`src/rtl/stage2_pool_collector.sv`:
```
// ---------------------------------------------------------------------------
// stage2_pool_collector
//   Captures a full POOL_W x POOL_H frame of CI-channel pooled points (valid
//   strobed, no backpressure), then drains it channel-major as one signed
//   element per beat over a valid/ready stream.
//
// Ports
//   clk, reset_n     clock, synchronous active-low reset
//   i_clear          synchronous soft clear (same effect as reset)
//   i_in_valid       pooled point present this cycle
//   i_in_fmap        point vector, channel ch at [ch*IBW +: IBW]
//   o_ot_valid       flattened element valid
//   i_ot_ready       downstream accepts element
//   o_ot_data        flattened element (signed)
//   o_ot_index       flattened index ch*POOL_H*POOL_W + p
//   o_ot_last        high with the final element
//   o_frame_done     one-cycle pulse after the last handshake
//   o_overflow       sticky: a point arrived while draining and was dropped
// ---------------------------------------------------------------------------
module stage2_pool_collector #(
    parameter int CI     = 3,
    parameter int IBW    = 19,
    parameter int POOL_W = 4,
    parameter int POOL_H = 4,
    parameter int IDX_BW = 6
) (
    input  logic                  clk,
    input  logic                  reset_n,
    input  logic                  i_clear,
    input  logic                  i_in_valid,
    input  logic [CI*IBW-1:0]     i_in_fmap,
    output logic                  o_ot_valid,
    input  logic                  i_ot_ready,
    output logic [IBW-1:0]        o_ot_data,
    output logic [IDX_BW-1:0]     o_ot_index,
    output logic                  o_ot_last,
    output logic                  o_frame_done,
    output logic                  o_overflow
);

    localparam int NPTS  = POOL_W * POOL_H;
    localparam int TOTAL = CI * NPTS;
    localparam int PT_BW = (NPTS > 1) ? $clog2(NPTS) : 1;
    localparam int CH_BW = (CI > 1) ? $clog2(CI) : 1;

    typedef enum logic {
        COLLECT,
        DRAIN
    } state_t;

    state_t state_q, state_d;

    logic [CI*IBW-1:0] mem [NPTS];

    logic [PT_BW-1:0]  pcnt;      // collect-side point counter
    logic [PT_BW-1:0]  pt_cnt;    // drain-side point of next element
    logic [CH_BW-1:0]  ch_cnt;    // drain-side channel of next element
    logic [IDX_BW-1:0] idx_cnt;   // flattened index of next element

    logic              soft_rst;
    logic              in_take;
    logic              hs_last;
    logic              load;
    logic [IBW-1:0]    elem_sel;

    assign soft_rst = !reset_n || i_clear;
    assign in_take  = (state_q == COLLECT) && i_in_valid;
    assign hs_last  = o_ot_valid && i_ot_ready && o_ot_last;

    // Output register is refilled either on the first DRAIN cycle (empty)
    // or on every non-final handshake, giving bubble-free back-to-back beats.
    assign load = (state_q == DRAIN) &&
                  (!o_ot_valid || (i_ot_ready && !o_ot_last));

    always_comb begin
        elem_sel = mem[pt_cnt][int'(ch_cnt)*IBW +: IBW];
    end

    always_comb begin
        state_d = state_q;
        case (state_q)
            COLLECT: if (in_take && pcnt == PT_BW'(NPTS-1)) state_d = DRAIN;
            DRAIN:   if (hs_last)                           state_d = COLLECT;
            default: state_d = COLLECT;
        endcase
    end

    always_ff @(posedge clk) begin
        if (soft_rst) state_q <= COLLECT;
        else          state_q <= state_d;
    end

    // Frame buffer needs no reset.
    always_ff @(posedge clk) begin
        if (!soft_rst && in_take) mem[pcnt] <= i_in_fmap;
    end

    always_ff @(posedge clk) begin
        if (soft_rst) begin
            pcnt         <= '0;
            pt_cnt       <= '0;
            ch_cnt       <= '0;
            idx_cnt      <= '0;
            o_ot_valid   <= 1'b0;
            o_ot_data    <= '0;
            o_ot_index   <= '0;
            o_ot_last    <= 1'b0;
            o_frame_done <= 1'b0;
            o_overflow   <= 1'b0;
        end else begin
            o_frame_done <= hs_last;

            if (state_q == DRAIN && i_in_valid) o_overflow <= 1'b1;

            if (in_take) begin
                if (pcnt == PT_BW'(NPTS-1)) pcnt <= '0;
                else                        pcnt <= pcnt + 1'b1;
            end

            if (hs_last) begin
                o_ot_valid <= 1'b0;
                o_ot_last  <= 1'b0;
            end else if (load) begin
                o_ot_valid <= 1'b1;
                o_ot_data  <= elem_sel;
                o_ot_index <= idx_cnt;
                o_ot_last  <= (idx_cnt == IDX_BW'(TOTAL-1));
                // Counters wrap to zero on the final load, ready for next frame.
                if (idx_cnt == IDX_BW'(TOTAL-1)) idx_cnt <= '0;
                else                             idx_cnt <= idx_cnt + 1'b1;
                if (pt_cnt == PT_BW'(NPTS-1)) begin
                    pt_cnt <= '0;
                    if (ch_cnt == CH_BW'(CI-1)) ch_cnt <= '0;
                    else                        ch_cnt <= ch_cnt + 1'b1;
                end else begin
                    pt_cnt <= pt_cnt + 1'b1;
                end
            end
        end
    end

endmodule

```
`config.mk`:
```
export PLATFORM = sky130hd
export DESIGN_NAME = stage2_pool_collector
export DESIGN_NICKNAME = d
export VERILOG_FILES = /design/src/rtl/stage2_pool_collector.sv
export SDC_FILE = /design/constraint.sdc
export NUM_CORES = 1
export LEC_CHECK = 0
export BUFFER_PORTS_ARGS = -buffer_cell sky130_fd_sc_hd__buf_2
export CORE_UTILIZATION = 40
export DETAILED_ROUTE_END_ITERATION = 7
export GPL_TIMING_DRIVEN = 0
export PLACE_DENSITY = 0.55
export SYNTH_ARGS = -nofsm -noshare
export SYNTH_HDL_FRONTEND = slang
export SYNTH_SLANG_ARGS = --single-unit
```
`constraint.sdc`:
```
create_clock -name clk -period 8.2 [get_ports clk]
set_input_delay 1.64 -clock clk [delete_from_list [all_inputs] [get_ports clk]]
set_output_delay 1.64 -clock clk [all_outputs]
set_load 0.02 [all_outputs]
```
# == Word level (Yosys, flattened, before mapping) ==
# Memory sizes are Yosys's and may differ from the RTL's. A register that Yosys moved wholly into a read port is not among the register bits.
# Cells that the tools add are included.
# word_totals
register_bits,46
ram_bits,912
in_bits,62
out_inout_bits,29
wordCells,52
mem_count,1
# mem_list
name,words,width,rd,rd_ports_with_merged_regs,wr,line,text
mem,16,57,1,1,1,53,logic [CI*IBW-1:0] mem [NPTS];
# op_classes
addsub,4
multipliers,1
n_eq_ne,4
n_shift,1
n_mux,11
bitwise_logic,2
n_reduce_logical,17
# op_table
cell,n
variable part select 57 x 8 -> 19 bit,1
2-to-1 mux 4 bit,4
adder 4 x 1 -> 4 bit (second input constant),2
== test 4 bit (second input constant),2
logical AND 1 bit,8
multiplier 2 x 5 -> 7 bit (second input constant),1
adder 6 x 1 -> 6 bit (second input constant),1
== test 6 bit (second input constant),1
2-to-1 mux 6 bit,1
zero test 1 bit,4
2-to-1 mux 1 bit,4
AND reduction 3 bit,1
adder 2 x 1 -> 2 bit (second input constant),1
== test 2 bit (second input constant),1
logical OR 1 bit,2
2-to-1 mux 2 bit,1
inverter 1 bit,2
case mux 1 bit (2 select lines),1
AND reduction 2 bit,1
OR reduction 2 bit,1

# == Depth between registers and ports, before layout ==
# logic_depth
ltp_word,7
ltp_mapped,9
mapped_depth_nobuf,6

# == Worst setup path before layout ==
# Ideal clock, no wire load.
# synth_path
kind,in2reg
start,input port reset_n
end,"memory mem[3][0] (netlist name), enable pin"
setup_ns,0.542
arrival_ns,6.155
t_required_ns,7.658
path_slack_ns,1.503
stages,4
n_path_buf,1
path_cell_list,nor2b_1 > clkbuf_1 > nand3_1 > nor3_1
# synth_via
elab_chain_len,6
# synth_rtl
element,line,text
start: declaration,28,"input logic reset_n,"
zero test 1 bit,66,assign soft_rst = !reset_n || i_clear;
logical OR 1 bit,66,
zero test 1 bit,95,if (!soft_rst && in_take) mem[pcnt] <= i_in_fmap;
logical AND 1 bit,95,
2-to-1 mux 1 bit,95,
2-to-1 mux 1 bit (implied by the code),95,
end: declaration,53,
# No other way between the ends.

# == Final worst setup path ==
# layout_path
start,input port reset_n
end,"memory mem[11][38] (netlist name), enable pin"
# The elaborated chain is that of the path after synthesis.

==> key figures <==
Layout
  • Share of cells above drive strength 1: 25.4%
  • # nets final: 2053
  • Post-Route Utilization: 46.6%
  • Final Instance Count excl. Fillers: 3254
  • Area Overhead vs Synth: 15.4%
  • Final Cell Area: 0.0426 mm^2
  • Most common cell after layout, fill and taps aside: edfxtp_1
  • Most frequent cells in the layout: edfxtp_1, mux4_2, mux2i_1

Yosys
  • Post-synthesis async set-or-reset flop share: 0%
  • Synthesized area: 0.0369 mm^2
  • Synth Area in Simple Gates: 2.13%
  • Syn Inst Count: 1768
  • Mux contribution to synthesized area: 15.4%
  • XOR/XNOR share of the synthesized area: 0.0712%
  • Largest family of logic cells by synthesized area: multiplexers
  • Register area share after synthesis: 76.9%
  • #FFs+latches synth: 962
  • Synth cell types: 49
  • Syn Nets: 1836
  • Adder-cell share of the synthesized area: 0.203%
  • Synthesized area per cell: 20.9 um^2
  • Post-synth EDFFs: 912
  • Synth Area in Compound Gates: 3.69%
  • Yosys warning count: 0
  • Synth Flop Type: edfxtp_1

Power
  • Sw Share: 19.9%
  • Worst vdd ir: 180 uV
  • Combinational power share: 1.2%
  • P_leak: 13.4 nW
  • Share of power burned in registers: 54.8%
  • Switching power: 1.96 mW
  • Clock share of power: 44.0%
  • Pwr/cell area: 231 mW/mm^2
  • Tot Pwr: 9.83 mW
  • Internal: 7.87 mW

Floorplanning
  • Site Rows: 111
  • Die footprint: 0.0935 mm^2
  • Starting Density: 40.3%
  • Core area: 0.0915 mm^2
  • Die W: 306 um
  • Die Height: 306 um
  • I/O pin count: 91

Detailed routing
  • DRC Markers: 0
  • DR iter-0 viols: 1836
  • DR vias/cell: 5.75
  • Wire length per cell: 29.9 um
  • Routed vias: 18.7k
  • TritonRoute pass-1 iters: 5
  • Post-route ant nets: 0
  • Final wirelength: 97.4 mm

GRT
  • Pin count of the biggest net entering global routing: 38
  • Vias in the first global route: 19.3k
  • First-pass GRT wire length: 138 mm
  • Gr usage total: 20.9%
  • Congestion Overflow GR: 0
  • Initial antenna violation count: 13

STA
  • # setup viols final: 0
  • Setup TNS: 0 ns
  • Worst-Margin Slew: 1.34 ns
  • Min Tclk post-route: 4.21 ns
  • Unrepaired setup endpoints after global routing: false
  • Tcrit/Tclk final: 51.3%
  • Setup ws final: 3.99 ns
  • Clock skew: 0.0308 ns
  • Fmax: 238 MHz
  • Max-Slew Margin vs Limit: 10.7%
  • WHS: 0.455 ns
  • Hold Fails Final Rpt: 0
  • Max Slew Vio Count: 0

Critical path
  • Critical path data required time: 8.55 ns
  • Crit path kind: in -> reg
  • Critical Path AT: 4.56 ns
  • CP Capture Type: flip-flop
  • Worst setup startpoint: reset_n
  • Startpoint types: input port
  • Max FO, Critical Path: 19

Clock tree
  • CTS Root Cell: clkbuf_16
  • Worst-path clk slew: 0.06 ns
  • CTS tree: done
  • CTS Hold Bufs: 0
  • CTS Buffer Depth: 3
  • Post-CTS setup buffer count: 0
  • Clk_lat worst skew: 0.67 ns
  • CTS H-tree lvls: 3
  • Sink Count: 962
  • Post-cts resize count: 0
  • Total CTS buffers: 97

Outcome
  • Outcome: completed

Placed design
  • Routability cong.: 0.794
  • Port buffer count: 90
  • Placed Area: 0.0395 mm^2
  • DP Cell Count: 3072
  • Post-DP HPWL: 61.2 mm
  • Setup WS pre-CTS: 3.24 ns

Job
  • Max-Cap Viols: 0

Worst hold path
  • Hold Crit Start: o_ot_index[0]
  • Hold Crit Class: reg -> reg
-- power by group through the flow --
| stage | Combinational (mW) | Sequential (mW) | Clock (mW) |
|---|---|---|---|
| global placement | 0.104 | 5.49 | 0 |
| floorplan | 0.0246 | 5.49 | 0 |
| CTS | 0.116 | 5.38 | 4.40 |
| finish | 0.116 | 5.39 | 4.33 |
| global route | 0.126 | 5.38 | 4.58 |
| detailed placement | 0.116 | 5.49 | 0 |
-- registers in the layout, summed over array words and instances (netlist names), 2 cells and up, named ones only --
signal,cells
pt_cnt,4
ch_cnt,2
mem,912
idx_cnt,6
o_ot_index,6
o_ot_data,19
pcnt,4
-- layout make-up --
type                            count  area (um^2)
Fill cell                        7608        48900
Sequential cell                   962        28400
Multi-Input combinational cell    707         7980
Clock buffer                      128         2590
Tap cell                         1186         1480
Timing Repair Buffer              118         1030
Buffer                             93          594
Clock inverter                     49          519
Inverter                            6         22.5
Antenna cell                        5         12.5
-- final timing paths --
| kind | endpoint | slack [ns] | cells after the start |
|---|---|---|---|
| setup / recovery | mem[11][38] | 3.99 | 8 |
| hold / removal | o_ot_index[0] | 0.46 | 2 |
| setup reg to reg | o_ot_data[7] | 4.76 | 8 |
| hold reg to reg | o_ot_index[0] | 0.46 | 2 |
-- critical path, stage by stage --
cell and delay (ns):
buf_2 0.08, nor2b_1 0.31, clkbuf_1 0.73, nand3_1 0.50, nor2_4 0.57, buf_12 0.25
buf_12 0.21, buf_12 0.22
-- synth_stat cells, types with 2 or more instances --
library cell | number | area share (%)
edfxtp_1 | 912 | 74
mux4_2 | 189 | 12
mux2i_1 | 136 | 3.7
nand2_1 | 57 | 0.58
dfxtp_1 | 50 | 2.7
a21oi_1 | 43 | 0.58
nor2_1 | 37 | 0.38
clkbuf_1 | 35 | 0.36
o21ai_0 | 34 | 0.46
o22ai_1 | 34 | 0.58
a221oi_1 | 30 | 0.71
buf_4 | 17 | 0.35
a211oi_1 | 16 | 0.33
buf_2 | 14 | 0.19
o21bai_1 | 14 | 0.28
a22oi_1 | 13 | 0.26
and2_1 | 13 | 0.22
or3_1 | 13 | 0.22
buf_1 | 11 | 0.11
buf_6 | 11 | 0.34
nor2b_1 | 9 | 0.15
nor4_1 | 9 | 0.15
a31oi_1 | 6 | 0.10
ha_1 | 6 | 0.20
nand2b_1 | 6 | 0.10
or2_2 | 6 | 0.10
buf_12 | 5 | 0.27
mux2_2 | 5 | 0.15
inv_1 | 4 | 0.041
nand3_1 | 4 | 0.054
nand3b_1 | 3 | 0.061
or4_1 | 3 | 0.061
xor2_1 | 3 | 0.071
a211o_1 | 2 | 0.047
a221oi_2 | 2 | 0.081
nor3_1 | 2 | 0.027
o21a_1 | 2 | 0.041
-- routing by layer --
| metal | global-route usage [%] | share of wire [%] |
|---|---|---|
| met4 | 7.29 | 2.8 |
| met3 | 4.91 | 7.5 |
| met1 | 27.9 | 41 |
| met2 | 33.6 | 48 |
| met5 | 0 | 0.11 |
-- logic make-up after synthesis --
family	count (synthesis)
and+or+nand+nor	163
muxes	330
AOI/OAI and AO/OA	205
DFF	962
adders and majority gates	6
xor gates and xnor gates	3
buffers and inverters	99
Note: power is estimated with default switching activity, not from simulation.
